<file path="src/rtl/grid_ram_rd_arbiter_pkg.sv">
// Grid map types and constants shared by the map RAM read arbiter.
// Widths, playfield limits and the out-of-range fill value.
package grid_pkg;

  localparam int GRID_X_W   = 6;
  localparam int GRID_Y_W   = 5;
  localparam int MAP_DATA_W = 8;

  typedef logic [GRID_X_W-1:0]   grid_x_t;
  typedef logic [GRID_Y_W-1:0]   grid_y_t;
  typedef logic [MAP_DATA_W-1:0] map_data_t;

  localparam grid_x_t   GRID_X_MAX   = 6'd39;
  localparam grid_y_t   GRID_Y_MAX   = 5'd29;
  localparam map_data_t MAP_OOB_DATA = 8'hFF;

endpackage

</file>
<file path="src/rtl/grid_ram_rd_arbiter_if.sv">
// Requester-side read bus: req/x/y in, gnt/rvalid/rdata back.
// master = requesters, slave = arbiter.
interface grid_rd_if #(
  parameter int NUM_REQ = 3
);
  import grid_pkg::*;

  logic [NUM_REQ-1:0]          req;
  logic [NUM_REQ*GRID_X_W-1:0] req_x;
  logic [NUM_REQ*GRID_Y_W-1:0] req_y;
  logic [NUM_REQ-1:0]          gnt;
  logic [NUM_REQ-1:0]          rvalid;
  map_data_t                   rdata;

  modport master (
    output req, req_x, req_y,
    input  gnt, rvalid, rdata
  );

  modport slave (
    input  req, req_x, req_y,
    output gnt, rvalid, rdata
  );

endinterface

</file>
<file path="src/rtl/grid_ram_rd_arbiter_rr_pick.sv">
// Combinational round-robin picker: search starts at ptr+1 mod N.
// Ports: req, ptr in; one-hot gnt, idx, any out.
module rr_pick #(
  parameter int N  = 3,
  parameter int PW = (N > 1) ? $clog2(N) : 1
) (
  input  logic [N-1:0]  req,
  input  logic [PW-1:0] ptr,
  output logic [N-1:0]  gnt,
  output logic [PW-1:0] idx,
  output logic          any
);

  always_comb begin
    gnt = '0;
    idx = '0;
    any = 1'b0;
    for (int k = 1; k <= N; k++) begin
      automatic int j = (int'(ptr) + k) % N;
      if (!any && req[j]) begin
        any    = 1'b1;
        gnt[j] = 1'b1;
        idx    = PW'(j);
      end
    end
  end

endmodule

</file>
<file path="src/rtl/grid_ram_rd_arbiter.sv">
// Arbitrates the proximity-map RAM read port among NUM_REQ clients.
// Ports: CLOCK_50, reset, bus (grid_rd_if.slave), ram_rdaddr_x/y,
// ram_data, ram_ready, busy. Macro GRID_ARB_FIXED_PRIO_EN: req 0
// always wins; the rest round robin among themselves.
module grid_ram_rd_arbiter
  import grid_pkg::*;
#(
  parameter int        NUM_REQ    = 3,
  parameter int        RD_LATENCY = 1,
  parameter grid_x_t   X_MAX      = GRID_X_MAX,
  parameter grid_y_t   Y_MAX      = GRID_Y_MAX,
  parameter map_data_t OOB_DATA   = MAP_OOB_DATA
) (
  input  logic          CLOCK_50,
  input  logic          reset,
  grid_rd_if.slave      bus,
  output grid_x_t       ram_rdaddr_x,
  output grid_y_t       ram_rdaddr_y,
  input  map_data_t     ram_data,
  input  logic          ram_ready,
  output logic          busy
);

  localparam int PW    = (NUM_REQ > 1) ? $clog2(NUM_REQ) : 1;
  localparam int DEPTH = RD_LATENCY + 1;

  typedef struct packed {
    logic          v;
    logic [PW-1:0] own;
    logic          oob;
  } rd_tag_t;

  logic [PW-1:0]      ptr;
  logic [NUM_REQ-1:0] rr_req;
  logic [NUM_REQ-1:0] rr_gnt;
  logic [PW-1:0]      rr_idx;
  logic               rr_any;
  logic               prio0;

  logic [NUM_REQ-1:0] gnt;
  logic [PW-1:0]      g_idx;
  logic               xfer;
  logic               ptr_upd;
  grid_x_t            g_x;
  grid_y_t            g_y;
  logic               g_oob;

  rd_tag_t            pipe [DEPTH];
  logic [NUM_REQ-1:0] rvalid;
  map_data_t          rdata;

`ifdef GRID_ARB_FIXED_PRIO_EN
  assign prio0  = bus.req[0];
  assign rr_req = bus.req & ~NUM_REQ'(1);
`else
  assign prio0  = 1'b0;
  assign rr_req = bus.req;
`endif

  rr_pick #(.N(NUM_REQ), .PW(PW)) u_pick (
    .req (rr_req),
    .ptr (ptr),
    .gnt (rr_gnt),
    .idx (rr_idx),
    .any (rr_any)
  );

  always_comb begin
    gnt     = '0;
    g_idx   = '0;
    xfer    = 1'b0;
    ptr_upd = 1'b0;
    if (ram_ready && !reset) begin
      if (prio0) begin
        gnt[0] = 1'b1;
        xfer   = 1'b1;
      end else if (rr_any) begin
        gnt     = rr_gnt;
        g_idx   = rr_idx;
        xfer    = 1'b1;
        ptr_upd = 1'b1;
      end
    end
  end

  assign g_x   = bus.req_x[GRID_X_W*int'(g_idx) +: GRID_X_W];
  assign g_y   = bus.req_y[GRID_Y_W*int'(g_idx) +: GRID_Y_W];
  assign g_oob = (g_x > X_MAX) || (g_y > Y_MAX);

  always_ff @(posedge CLOCK_50) begin
    if (reset) begin
      ptr          <= PW'(NUM_REQ - 1);
      ram_rdaddr_x <= '0;
      ram_rdaddr_y <= '0;
      rvalid       <= '0;
      rdata        <= '0;
      for (int i = 0; i < DEPTH; i++) pipe[i] <= '0;
    end else begin
      if (ptr_upd) ptr <= g_idx;
      // OOB reads never touch the RAM address.
      if (xfer && !g_oob) begin
        ram_rdaddr_x <= g_x;
        ram_rdaddr_y <= g_y;
      end
      pipe[0] <= '{v: xfer, own: g_idx, oob: g_oob};
      for (int i = 1; i < DEPTH; i++) pipe[i] <= pipe[i-1];
      rvalid <= '0;
      if (pipe[DEPTH-1].v) begin
        rvalid <= NUM_REQ'(1) << pipe[DEPTH-1].own;
        rdata  <= pipe[DEPTH-1].oob ? OOB_DATA : ram_data;
      end
    end
  end

  always_comb begin
    busy = 1'b0;
    for (int i = 0; i < DEPTH; i++) busy = busy | pipe[i].v;
  end

  assign bus.gnt    = gnt;
  assign bus.rvalid = rvalid;
  assign bus.rdata  = rdata;

endmodule

</file>
<file path="src/flat_wrapper.sv">
// flat-port wrapper written by rule: the top's interface ports become plain ports
module grid_ram_rd_arbiter_flat import grid_pkg::*;
#(
  parameter int        NUM_REQ    = 3,
  parameter int        RD_LATENCY = 1,
  parameter grid_x_t   X_MAX      = GRID_X_MAX,
  parameter grid_y_t   Y_MAX      = GRID_Y_MAX,
  parameter map_data_t OOB_DATA   = MAP_OOB_DATA
)
  (CLOCK_50, reset, ram_rdaddr_x, ram_rdaddr_y, ram_data, ram_ready, busy, bus_req, bus_req_x, bus_req_y, bus_gnt, bus_rvalid, bus_rdata);
  grid_rd_if #(.NUM_REQ(NUM_REQ)) bus_i ();
  input  logic CLOCK_50;
  input  logic reset;
  output grid_x_t ram_rdaddr_x;
  output grid_y_t ram_rdaddr_y;
  input  map_data_t ram_data;
  input  logic ram_ready;
  output logic busy;
  input wire logic [$bits(bus_i.req)-1:0] bus_req;
  input wire logic [$bits(bus_i.req_x)-1:0] bus_req_x;
  input wire logic [$bits(bus_i.req_y)-1:0] bus_req_y;
  output wire logic [$bits(bus_i.gnt)-1:0] bus_gnt;
  output wire logic [$bits(bus_i.rvalid)-1:0] bus_rvalid;
  output wire logic [$bits(bus_i.rdata)-1:0] bus_rdata;
  assign bus_i.req = bus_req;
  assign bus_i.req_x = bus_req_x;
  assign bus_i.req_y = bus_req_y;
  assign bus_gnt = bus_i.gnt;
  assign bus_rvalid = bus_i.rvalid;
  assign bus_rdata = bus_i.rdata;
  grid_ram_rd_arbiter #(.NUM_REQ(NUM_REQ), .RD_LATENCY(RD_LATENCY), .X_MAX(X_MAX), .Y_MAX(Y_MAX), .OOB_DATA(OOB_DATA)) u_core (.CLOCK_50(CLOCK_50), .reset(reset), .bus(bus_i), .ram_rdaddr_x(ram_rdaddr_x), .ram_rdaddr_y(ram_rdaddr_y), .ram_data(ram_data), .ram_ready(ram_ready), .busy(busy));
endmodule
</file>
<file path="config.mk">
export PLATFORM = sky130hd
export DESIGN_NAME = grid_ram_rd_arbiter_flat
export DESIGN_NICKNAME = d
export VERILOG_FILES = /design/src/rtl/grid_ram_rd_arbiter_pkg.sv /design/src/rtl/grid_ram_rd_arbiter_if.sv /design/src/rtl/grid_ram_rd_arbiter_rr_pick.sv /design/src/rtl/grid_ram_rd_arbiter.sv /design/src/flat_wrapper.sv
export SDC_FILE = /design/constraint.sdc
export NUM_CORES = 1
export LEC_CHECK = 0
export CAP_MARGIN = 10
export CORE_ASPECT_RATIO = 1.1
export CORE_MARGIN = 3
export CORE_UTILIZATION = 29
export DETAILED_ROUTE_END_ITERATION = 16
export GPL_TIMING_DRIVEN = 0
export PLACE_DENSITY = 0.57
export SLEW_MARGIN = 20
export SYNTH_ARGS = -nofsm -noshare
export SYNTH_HDL_FRONTEND = slang
export SYNTH_SLANG_ARGS = --single-unit
</file>
<file path="constraint.sdc">
create_clock -name CLOCK_50 -period 2.86 [get_ports CLOCK_50]
set_clock_uncertainty 0.1 [all_clocks]
set_input_delay 0.572 -clock CLOCK_50 [delete_from_list [all_inputs] [get_ports CLOCK_50]]
set_output_delay 0.572 -clock CLOCK_50 [all_outputs]
set_load 0.05 [all_outputs]
</file>
# Word-level counts from Yosys, hierarchy flattened
# Memories as Yosys holds them, arrays and structs flattened.
# Index checks and enable logic that the tools add are counted.
# totals
mem_bits_rw,8
regBits,24
inputBits,47
memories,1
out_inout_bits,26
wordCells,80
# memory_table
memory,depth,word_bits,read_ports,rd_clocked_by_memory_dff,write_ports,line_no,rtl
u_core.pipe,2,4,2,0,2,grid_ram_rd_arbiter.sv:48,rd_tag_t pipe [DEPTH];
# classes
bitwise_logic,6
add_sub_neg,3
n_mul,2
shift,3
n_lt_le_gt_ge,8
div_mod_pow,3
n_mux,36
n_reduce_logical,13
# op_table
cell,n
$ge A32 B1 Y1 const B,3
$lt A32 B4 Y1 const B,3
$mod A32 B3 Y32 const B,3
$shiftx A15 B32 Y5,1
$shiftx A18 B32 Y6,1
$mux W1,17
$mux W3,5
$mux W2,5
$mux W4,2
$mux W8,1
$logic_and A1 B1 Y1,7
$add A2 B2 Y3 const B,2
$bmux W1 S2,3
$demux W1 S2,3
$gt A6 B6 Y1 const B,1
$or A3 B3 Y3,2
$gt A5 B5 Y1 const B,1
$mul A3 B2 Y5 const A,1
$logic_not A1 Y1,4
$mul A2 B2 Y4 const A,1
$add A2 B1 Y3 const B,1
$or A1 B1 Y1,3
$shl A1 B2 Y3 const A,1
$reduce_or A2 Y1,1
other kinds (2),2

# Longest topological paths before layout
# Gate-level depths: netlist of the first run.
# depth
depth_word,20
ltp_mapped,14
mapped_depth_nobuf,11

# Hierarchy
# A second synthesis of the first run with hierarchy kept.
# hier_totals
cells_unflattened,200
hier_area_um2,1771.7
# modules_own_cells
module,cells_each,seq_area_each_um2,area_per_inst_um2,n_inst
grid_ram_rd_arbiter,160,640.6,1490.2,1
rr_pick,40,0.0,281.5,1

# Least setup slack after synthesis of the first run
# OpenSTA, ideal clock, no wires.
# synth_path
path_type,reg2reg
startpoint,register u_core.ptr[0]
endpoint,register u_core.ram_rdaddr_x[0]
stages_incl_launch_ff,11
arrival_time_ns,2.721
n_path_buf,3
required_time_ns,2.639
period_less_slack_ns,2.942
setup_slack_ns,-0.082
cell_sequence,dfxtp_1 inv_1 ha_1 buf_4 nand4b_1 and3_1 buf_6 nor2_1 clkbuf_1 o21ai_0 mux2_4
# synth_via
elab_chain_len,20
# synth_lines
element,line_no,rtl
from (decl),grid_ram_rd_arbiter.sv:33,logic [PW-1:0] ptr;
from (signal assigned),grid_ram_rd_arbiter.sv:92,ptr <= PW'(NUM_REQ - 1);
from (signal assigned),grid_ram_rd_arbiter.sv:99,if (ptr_upd) ptr <= g_idx;
$add A2 B1 Y3,grid_ram_rd_arbiter_rr_pick.sv:19,automatic int j = (int'(ptr) + k) % N;
$mod A32 B3 Y32,grid_ram_rd_arbiter_rr_pick.sv:19,
$bmux W1 S2,grid_ram_rd_arbiter_rr_pick.sv:20,if (!any && req[j]) begin
$mux W1 (implied by the code) (2 in series),grid_ram_rd_arbiter_rr_pick.sv:20,
$mux W1,grid_ram_rd_arbiter_rr_pick.sv:20,
$logic_not A1 Y1,grid_ram_rd_arbiter_rr_pick.sv:20,
$logic_and A1 B1 Y1,grid_ram_rd_arbiter_rr_pick.sv:20,
$mux W1,grid_ram_rd_arbiter_rr_pick.sv:20,
[... 3 more ...],-,
$mux W2,grid_ram_rd_arbiter.sv:77,end else if (rr_any) begin
$mux W2,grid_ram_rd_arbiter.sv:73,if (ram_ready && !reset) begin
$mul A3 B2 Y5 or $mul A2 B2 Y4 (tied branches),"grid_ram_rd_arbiter.sv:87, grid_ram_rd_arbiter.sv:86",
$shiftx A15 B32 Y5 or $shiftx A18 B32 Y6 (tied branches),"grid_ram_rd_arbiter.sv:87, grid_ram_rd_arbiter.sv:86",
$gt A5 B5 Y1 or $gt A6 B6 Y1 (tied branches),grid_ram_rd_arbiter.sv:88,assign g_oob = (g_x > X_MAX) || (g_y > Y_MAX);
$logic_or A1 B1 Y1,grid_ram_rd_arbiter.sv:88,
$logic_not A1 Y1,grid_ram_rd_arbiter.sv:101,if (xfer && !g_oob) begin
$logic_and A1 B1 Y1,grid_ram_rd_arbiter.sv:101,
to (signal assigned),grid_ram_rd_arbiter.sv:102,ram_rdaddr_x <= g_x;
to (decl),grid_ram_rd_arbiter.sv:17,"output grid_x_t ram_rdaddr_x,"
# Parallel ways exist; a longest one is shown, timed or not. The select of a mux whose other input is x is not followed.
# A chain may end at the register's enable or synchronous reset.

# Final worst setup path of the first run
# layout_path
startpoint,input reset
endpoint,output bus_gnt[1]
# layout_via
elab_chain_len,3
# layout_lines
element,line_no,rtl
from (decl),flat_wrapper.sv:13,input logic reset;
$logic_not A1 Y1,grid_ram_rd_arbiter.sv:73,
$logic_and A1 B1 Y1,grid_ram_rd_arbiter.sv:73,
$mux W3,grid_ram_rd_arbiter.sv:73,
to (decl),flat_wrapper.sv:22,output wire logic [$bits(bus_i.gnt)-1:0] bus_gnt;
# No other way between the ends.

==> results of run 1 <==
## per-layer routing
metal  wire length [µm]  vias up
met5                  0        -
met4                111        0
met3                291       11
met2               2570       55
met1               2160      807
li1                   -      878
## power breakdown
group	switching (mW)	total (mW)	internal, mW
Clock	0.157	0.322	0.165
Combinational	0.525	0.957	0.433
Sequential	0.0344	0.550	0.515
Total	0.716	1.83	1.11
## path summary, 6_finish.rpt
path                                               end  slack, ns
worst max-delay path                        bus_gnt[1]       0.09
worst min-delay path              u_core.bus.rvalid[1]       0.34
worst max register to register  u_core.ram_rdaddr_x[0]       0.10
worst min register to register    u_core.bus.rvalid[1]       0.34
## registers in the layout, summed over array words and instances, names as in the netlist
signal / count
u_core.ram_rdaddr_y: 5
u_core.pipe: 8
u_core.bus.rvalid: 3
u_core.ram_rdaddr_x: 6
u_core.ptr: 2
u_core.bus.rdata: 8
## kinds of logic after synthesis
family                   after synthesis  share of synthesized area, %
adder cells (fa/ha/maj)                4                          2.80
flip-flops                            32                          35.8
AO/OA/AOI/OAI                         49                          18.6
buffers and inverters                 19                          6.43
AND/OR/NAND/NOR                       73                          24.0
multiplexers                          19                          12.4
## worst reg2reg max path, delay by kind of cell, from the launching register on
kind            cells  cell delay (ns)
buf+inv             4             0.48
flops               1             0.38
simple gates        3             0.51
fa+ha+maj           1             0.17
mux                 1             0.30
compound gates      4             0.71
## layout make-up
class / instances / area (µm²)
Sequential cell: 32 / 646
Inverter: 5 / 21.3
Fill cell: 561 / 2930
Tap cell: 77 / 96.3
Clock inverter: 1 / 5.00
Buffer: 13 / 118
Clock buffer: 6 / 72.6
Multi-Input combinational cell: 146 / 1190
Timing Repair Buffer: 83 / 798
## placed cells by master (no fill, tap or decap), types with 5 or more instances in the layout
master / instances
clkdlybuf4s50_1: 66
a21oi_1: 5
clkbuf_8: 5
o22ai_1: 8
nor2b_1: 13
o21ai_0: 13
clkbuf_1: 5
nand2b_1: 5
dfxtp_1: 30
buf_4: 10
mux2_4: 6
mux2i_1: 12
nand3_1: 6
nor2_1: 18
buf_6: 7
nand2_1: 8
## repair_timing
action,in CTS,in global routing
pin swaps,3,11
resized for setup,29,37
cloned,0,2
endpoints found under the hold margin,0,0
buffers inserted,3,7
endpoints found under the setup margin,10,14
## through the flow
stage	cell area, µm²	power, mW	std cells	hold WS, ns	util (%)
after floorplan	1790	1.12	196	0.314	-
after global placement	2610	1.38	345	0.317	44.4
after detailed placement	2610	1.39	345	0.324	44.4
after CTS	2740	1.74	355	0.335	46.6
after global routing	2950	1.94	363	0.361	50.1
final	2950	1.83	363	0.336	50.1
==> flow_summary.ini, run 1 <==
[die]
initial_core_util_pct = 30.4
die-area_mm2 = 0.00715
die_w_um = 80.9
ios = 73
rows = 29
fp.dieH_um = 88.4
core_mm2 = 0.00588

[detailed_routing]
drt_wl_total_um = 5130
first_iter_violations = 52
vias = 1751
drc_errors = 0
ant_nets = 0
vias_per_cell = 4.82
wl_per_cell_um = 14.1
firstDrtPassIters = 4

[status]
status = completed

[sta]
finalSetupTns_ns = 0
worst_pin_slew_ns = 0.529
relSlewSlack_pct = 64.6
fin_crit_sh_pct = 96.9
min_period_ns = 2.77
max_freq_ghz = 0.361
fin_ws_ns = 0.0898
hold_viol_final = 0
slew_violations = 0
finalSetupViolations = 0

[yosys]
synthTopCellsByCount = dfxtp_1 (32), nor2_1 (19), nor2b_1 (13), o21ai_0 (13), mux2i_1 (12)
synth-edff-count = 0
yosysTopAreaCellShare_pct = 35.8
synth-seq-area-share_pct = 35.8
yosysMostFrequentCell = dfxtp_1
synth-seq-cells = 32
synth-main-ff-cell = dfxtp_1
syn_nets = 247
synthCells = 196
yosys.area.top_type = dfxtp_1
syn_avg_cell_area_um2 = 9.13
yosysWarnings = 0
synth_area_mm2 = 0.00179
ys_types = 48
synthArstFlopShare_pct = 0
synth_top_cells_by_area = dfxtp_1 (36%), mux2i_1 (6.7%), mux2_4 (5.0%)

[global_route]
grt_pass1_vias = 1714
track_usage_pct = 14.4
grt_first_pass_wirelength_um = 7970
grt-busiest-layer = met2
grt_max_degree = 11
grt_overflow = 0
use_met2_pct = 23.9
met1_usage_pct = 18.0
met3_usage_pct = 3.77
antenna_found_initial = 0

[worst_setup_path]
critPathMaxStageDelay_ns = 0.48
endpoint_kind = output port
critPathMaxFanout = 6
arrival_ns = 2.10
crit_required_ns = 2.19
worstPathCellList = clkdlybuf4s50_1, nand2b_4, a31oi_4, a2bb2oi_4, buf_6, nor2_4, buf_8
crit_cells = 7
r2r_start = u_core.ptr[1]
cp_top_family = buffers and inverters
cp_num_buf_inv = 3
slowest_stage = clkdlybuf4s50_1
crit_path_start = reset
crit_type = in -> out
critPathLaunchType = input port
r2r_cells = 13

[clock_network]
clock_latency_ns = 0.28
cts-htree-levels = 2
ctsLongestPathBuffers = 2
path_clk_slew_ns = 0.06
hold_buffers = 0
cts_sinks = 32
cts_tree = done
cts_made_buffers = 5
cts_root_buffer = clkbuf_8

[hold_path]
hp-class = reg -> reg
worstHoldStart = u_core.pipe[0][6]
worstHoldPathCells = 1

[placement]
dpl_worst_slack_ns = -1.05
routabilityCongestion = 0.778
port_buffers = 72
dp_hpwl_um = 3670

[power]
ir_drop_mv = 0.264
p_per_area_mw_per_mm2 = 621
p_leak_nw = 1.15

[job]
maxCapViolCount = 0

[finish]
drive_above_1_share_pct = 25.2
nets = 337
insertedDiodeCount = 0
area_growth_pct = 64.6
Power figures use the tool's default switching activity.
==> run 2, diff against run 1 <==
MAX_ROUTING_LAYER = met4   (was unset)
==> run 2 against run 1 <==
Effect of this change:
- core utilization did not move
- critical path depth unchanged
- power is 0.20% higher
- hold slack hardly changed
- sequential power about the same
- sequential cell count unchanged
- wire length is 0.27% higher
- maximum frequency hardly changed
- first-iteration DRC count increased by 9.6%
- clock-buffer cell count unchanged
- die area unchanged
- clock power grew 2%
- critical endpoint unchanged
==> flow_summary.ini, run 2 (synthesis results as in run 1) <==
[power]
p_per_area_mw_per_mm2 = 622
p_leak_nw = 1.15
ir_drop_mv = 0.265

[sta]
finalSetupViolations = 0
whs_ns = 0.335
min_period_ns = 2.77
slew_violations = 0
finalSetupTns_ns = 0
hold_viol_final = 0
fin_ws_ns = 0.0893
max_freq_ghz = 0.361
relSlewSlack_pct = 65.2
fin_crit_sh_pct = 96.9
worst_pin_slew_ns = 0.521

[detailed_routing]
wl_per_cell_um = 14.2
vias_per_cell = 4.79
first_iter_violations = 57
ant_nets = 0
drt_wl_total_um = 5140
vias = 1737
drc_errors = 0
firstDrtPassIters = 4

[finish]
fillCellCount = 561
regArea_um2 = 646
final_common_cell = clkdlybuf4s50_1
drive_above_1_share_pct = 25.2
reg.largest.list = u_core.bus.rdata (8), u_core.pipe (8), u_core.ram_rdaddr_x (6)
nets = 337
mostFrequentLayoutCells = clkdlybuf4s50_1 (66), dfxtp_1 (30), nor2_1 (18)
multi_input_area_mm2 = 0.00119
insertedDiodeCount = 0
final_cell_area_mm2 = 0.00295
area_growth_pct = 64.6

[worst_setup_path]
critPathMaxFanout = 6
cp_num_buf_inv = 3
critPathLaunchType = input port
crit_path_start = reset
crit_type = in -> out
slowest_stage = clkdlybuf4s50_1
critPathMaxStageDelay_ns = 0.48
r2r_start = u_core.ptr[1]
crit_required_ns = 2.19
worstPathCellList = clkdlybuf4s50_1, nand2b_4, a31oi_4, a2bb2oi_4, buf_6, nor2_4, buf_8
cp_top_family = buffers and inverters
arrival_ns = 2.10
endpoint_kind = output port

[clock_network]
cts_root_buffer = clkbuf_8
cts_sinks = 32
path_clk_slew_ns = 0.06
cts_made_buffers = 5
clock_latency_ns = 0.29
ctsLongestPathBuffers = 2
cts_tree = done
cts-htree-levels = 2

[die]
die-area_mm2 = 0.00715
initial_core_util_pct = 30.4
ios = 73
rows = 29
die_w_um = 80.9
fp.dieH_um = 88.4
core_mm2 = 0.00588

[job]
maxCapViolCount = 0

[placement]
dpl_worst_slack_ns = -1.05
dp_hpwl_um = 3670
routabilityCongestion = 0.789
port_buffers = 72
dpl-instance-area_mm2 = 0.00261

[global_route]
antenna_found_initial = 0
grt_pass1_vias = 1713
grt_first_pass_wirelength_um = 7980
track_usage_pct = 14.9
grt_max_degree = 11
grt_overflow = 0

[hold_path]
worstHoldStart = u_core.pipe[0][6]
hp-class = reg -> reg

[status]
status = completed
-- run 2: path summary, 6_finish.rpt --
check	end	slack, ns	depth (start not counted)
max	bus_gnt[1]	0.09	7
min	u_core.bus.rvalid[1]	0.34	1
min reg2reg	u_core.bus.rvalid[1]	0.34	1
max reg2reg	u_core.ram_rdaddr_x[0]	0.10	14
-- run 2: final cells by class --
cell class              instances  share of cell area (%)
well taps                      77                    3.27
inverters                       5                   0.722
flip-flops and latches         32                    21.9
multi-input cells             146                    40.4
clock buffers                   6                    2.46
plain buffers                  13                    3.99
repair buffers                 83                    27.1
clock inverters                 1                   0.170
-- run 2: repair_timing --
action | CTS | global route
hold buffers | 0 | 0
endpoints found under the setup margin | 10 | 14
gates cloned | 0 | 2
gates resized for setup | 29 | 37
pin swaps | 3 | 11
setup buffers | 3 | 7
-- run 2: metrics by stage --
stage,cells,power [mW],util (%)
floorplan,196,1.12,-
global placement,345,1.38,44.4
detailed placement,345,1.39,44.4
CTS,355,1.74,46.6
global route,363,1.94,50.1
finish,363,1.83,50.1
-- run 2: routing by layer --
layer	share of wire, %	track usage [%]	up-vias
li1	-	-	880
met1	43	18.2	792
met2	50	23.9	53
met3	5.4	3.36	12
met4	2.0	5.53	0
met5	0	-	-
-- run 2: power breakdown --
part	switching [mW]	internal [mW]
clock network	0.161	0.165
registers	0.0346	0.515
logic	0.524	0.433
==> run 3, diff against run 2 <==
CELL_PAD_IN_SITES_DETAIL_PLACEMENT = 0   (was unset)
CELL_PAD_IN_SITES_GLOBAL_PLACEMENT = 1   (was unset)
CORE_MARGIN = unset   (was 3)
CORE_UTILIZATION = 28   (was 29)
PLACE_DENSITY = 0.84   (was 0.57)
==> run 3 against run 2 <==
Effect of this change:
- global-route usage decreased by 0.098 points
- die area decreased by 6.1%
- sequential cell count unchanged
- core utilization decreased by 1.7 points
- cell count increased by 1.1%
==> flow_summary.ini, run 3 (synthesis results as in run 1) <==
[power]
power_mw = 1.91
switching_share_pct = 36.6
ir_drop_mv = 0.353
power_frac_seq_pct = 28.7
intPower_mw = 1.21
p_per_area_mw_per_mm2 = 642
switchingPower_mw = 0.701
p_leak_nw = 1.16
combinationalPowerShare_pct = 49.6
clkPwrFrac_pct = 21.6

[clock_network]
ctsLongestPathBuffers = 2
clock_latency_ns = 0.28
cts_sinks = 32
cts-htree-levels = 2
cts_made_buffers = 5
cts_tree = done
path_clk_slew_ns = 0.06
cts_root_buffer = clkbuf_8

[worst_setup_path]
cp_num_buf_inv = 3
critPathMaxStageDelay_ns = 0.40
slowest_stage = dlygate4sd2_1
crit_required_ns = 2.19
endpoint_kind = output port
crit_type = in -> out
worstPathCellList = dlygate4sd2_1, and4bb_1, o31ai_4, and3_4, nor2_4, clkbuf_8, buf_8
critPathLaunchType = input port
arrival_ns = 2.14
r2r_start = u_core.ptr[0]
crit_path_start = bus_req[2]
cp_top_family = buffers and inverters
critPathMaxFanout = 8

[detailed_routing]
wl_per_cell_um = 12.9
vias = 1730
firstDrtPassIters = 4
ant_nets = 0
vias_per_cell = 4.71
drt_wl_total_um = 4750
first_iter_violations = 43
drc_errors = 0

[sta]
worst_pin_slew_ns = 0.505
finalSetupViolations = 0
min_period_ns = 2.82
max_freq_ghz = 0.355
slew_violations = 0
fin_crit_sh_pct = 98.5
relSlewSlack_pct = 66.2
hold_viol_final = 0
finalSetupTns_ns = 0

[global_route]
grt_first_pass_wirelength_um = 7640
grt_overflow = 0
grt_pass1_vias = 1674
grt_max_degree = 11
antenna_found_initial = 0
track_usage_pct = 14.8

[die]
initial_core_util_pct = 29.1
ios = 73
fp.dieH_um = 85.8
die_w_um = 78.2
rows = 30
die-area_mm2 = 0.00671
core_mm2 = 0.00616

[finish]
multi_input_area_mm2 = 0.00118
final_common_cell = clkdlybuf4s50_1
area_growth_pct = 66.6
reg.largest.list = u_core.bus.rdata (8), u_core.pipe (8), u_core.ram_rdaddr_x (6)
drive_above_1_share_pct = 25.8
nets = 337
mostFrequentLayoutCells = clkdlybuf4s50_1 (66), dfxtp_1 (30), nor2_1 (18)
final_cell_area_mm2 = 0.00298
fillCellCount = 604
regArea_um2 = 646
insertedDiodeCount = 0

[job]
maxCapViolCount = 0

[hold_path]
hp-class = reg -> reg
worstHoldStart = u_core.pipe[0][6]

[placement]
dpl-instance-area_mm2 = 0.00261
port_buffers = 72
dp_hpwl_um = 3510
routabilityCongestion = 0.849

[status]
status = completed
-- run 3: timing repair --
| action | CTS | global route |
|---|---|---|
| setup buffers | 6 | 7 |
| hold buffers | 0 | 0 |
| setup endpoints to repair | 14 | 14 |
| pin swaps | 6 | 10 |
| gates resized for setup | 35 | 30 |
-- run 3: per-stage QoR --
stage / worst slack [ns] / instances / hold WS, ns / utilization, %
2_1_floorplan: 0.173 / 196 / 0.314 / -
3_3_place_gp: -1.05 / 348 / 0.322 / 42.4
3_5_place_dp: -1.07 / 348 / 0.330 / 42.4
4_1_cts: 0.000909 / 362 / 0.339 / 45.8
5_1_grt: -0.0268 / 367 / 0.358 / 48.4
6_report: 0.0435 / 367 / 0.338 / 48.4
-- run 3: worst paths after layout --
check / end / slack [ns] / cells after the start
setup / recovery: bus_gnt[1] / 0.04 / 7
hold reg to reg: u_core.bus.rvalid[1] / 0.34 / 1
setup reg to reg: u_core.ram_rdaddr_x[0] / 0.12 / 13
hold / removal: u_core.bus.rvalid[1] / 0.34 / 1
-- run 3: worst register-to-register path, cell delays in order (launching register included) --
cell and delay (ns):
dfxtp_2 0.35, inv_2 0.06, ha_4 0.25, buf_6 0.14, and2b_2 0.21, o31ai_4 0.21, buf_4 0.16, nand3_4 0.13
a31oi_2 0.18, a21oi_2 0.09, o21ai_2 0.20, nand3_4 0.11, buf_12 0.16, mux2_4 0.29
-- run 3: routing by layer --
metal,GRT usage (%),wire [µm],vias up
li1,-,-,876
met1,16.7,1990,801
met2,26.6,2440,45
met3,2.66,225,8
met4,4.04,89,0
met5,-,0,-
-- run 3: cell type report --
type,instances,share of cell area [%]
repair buffers,85,27.5
well taps,80,3.36
inverters,5,0.713
clock buffers,6,2.43
flip-flops and latches,32,21.7
clock inverters,2,1.17
multi-input cells,145,39.7
plain buffers,12,3.52
-- run 3: power by group through the flow --
stage | Sequential, mW | Clock [mW] | Combinational, mW
floorplan | 0.716 | 0 | 0.407
global placement | 0.554 | 0 | 0.821
detailed placement | 0.555 | 0 | 0.828
CTS | 0.549 | 0.426 | 0.880
global route | 0.558 | 0.450 | 1.02
finish | 0.550 | 0.414 | 0.950
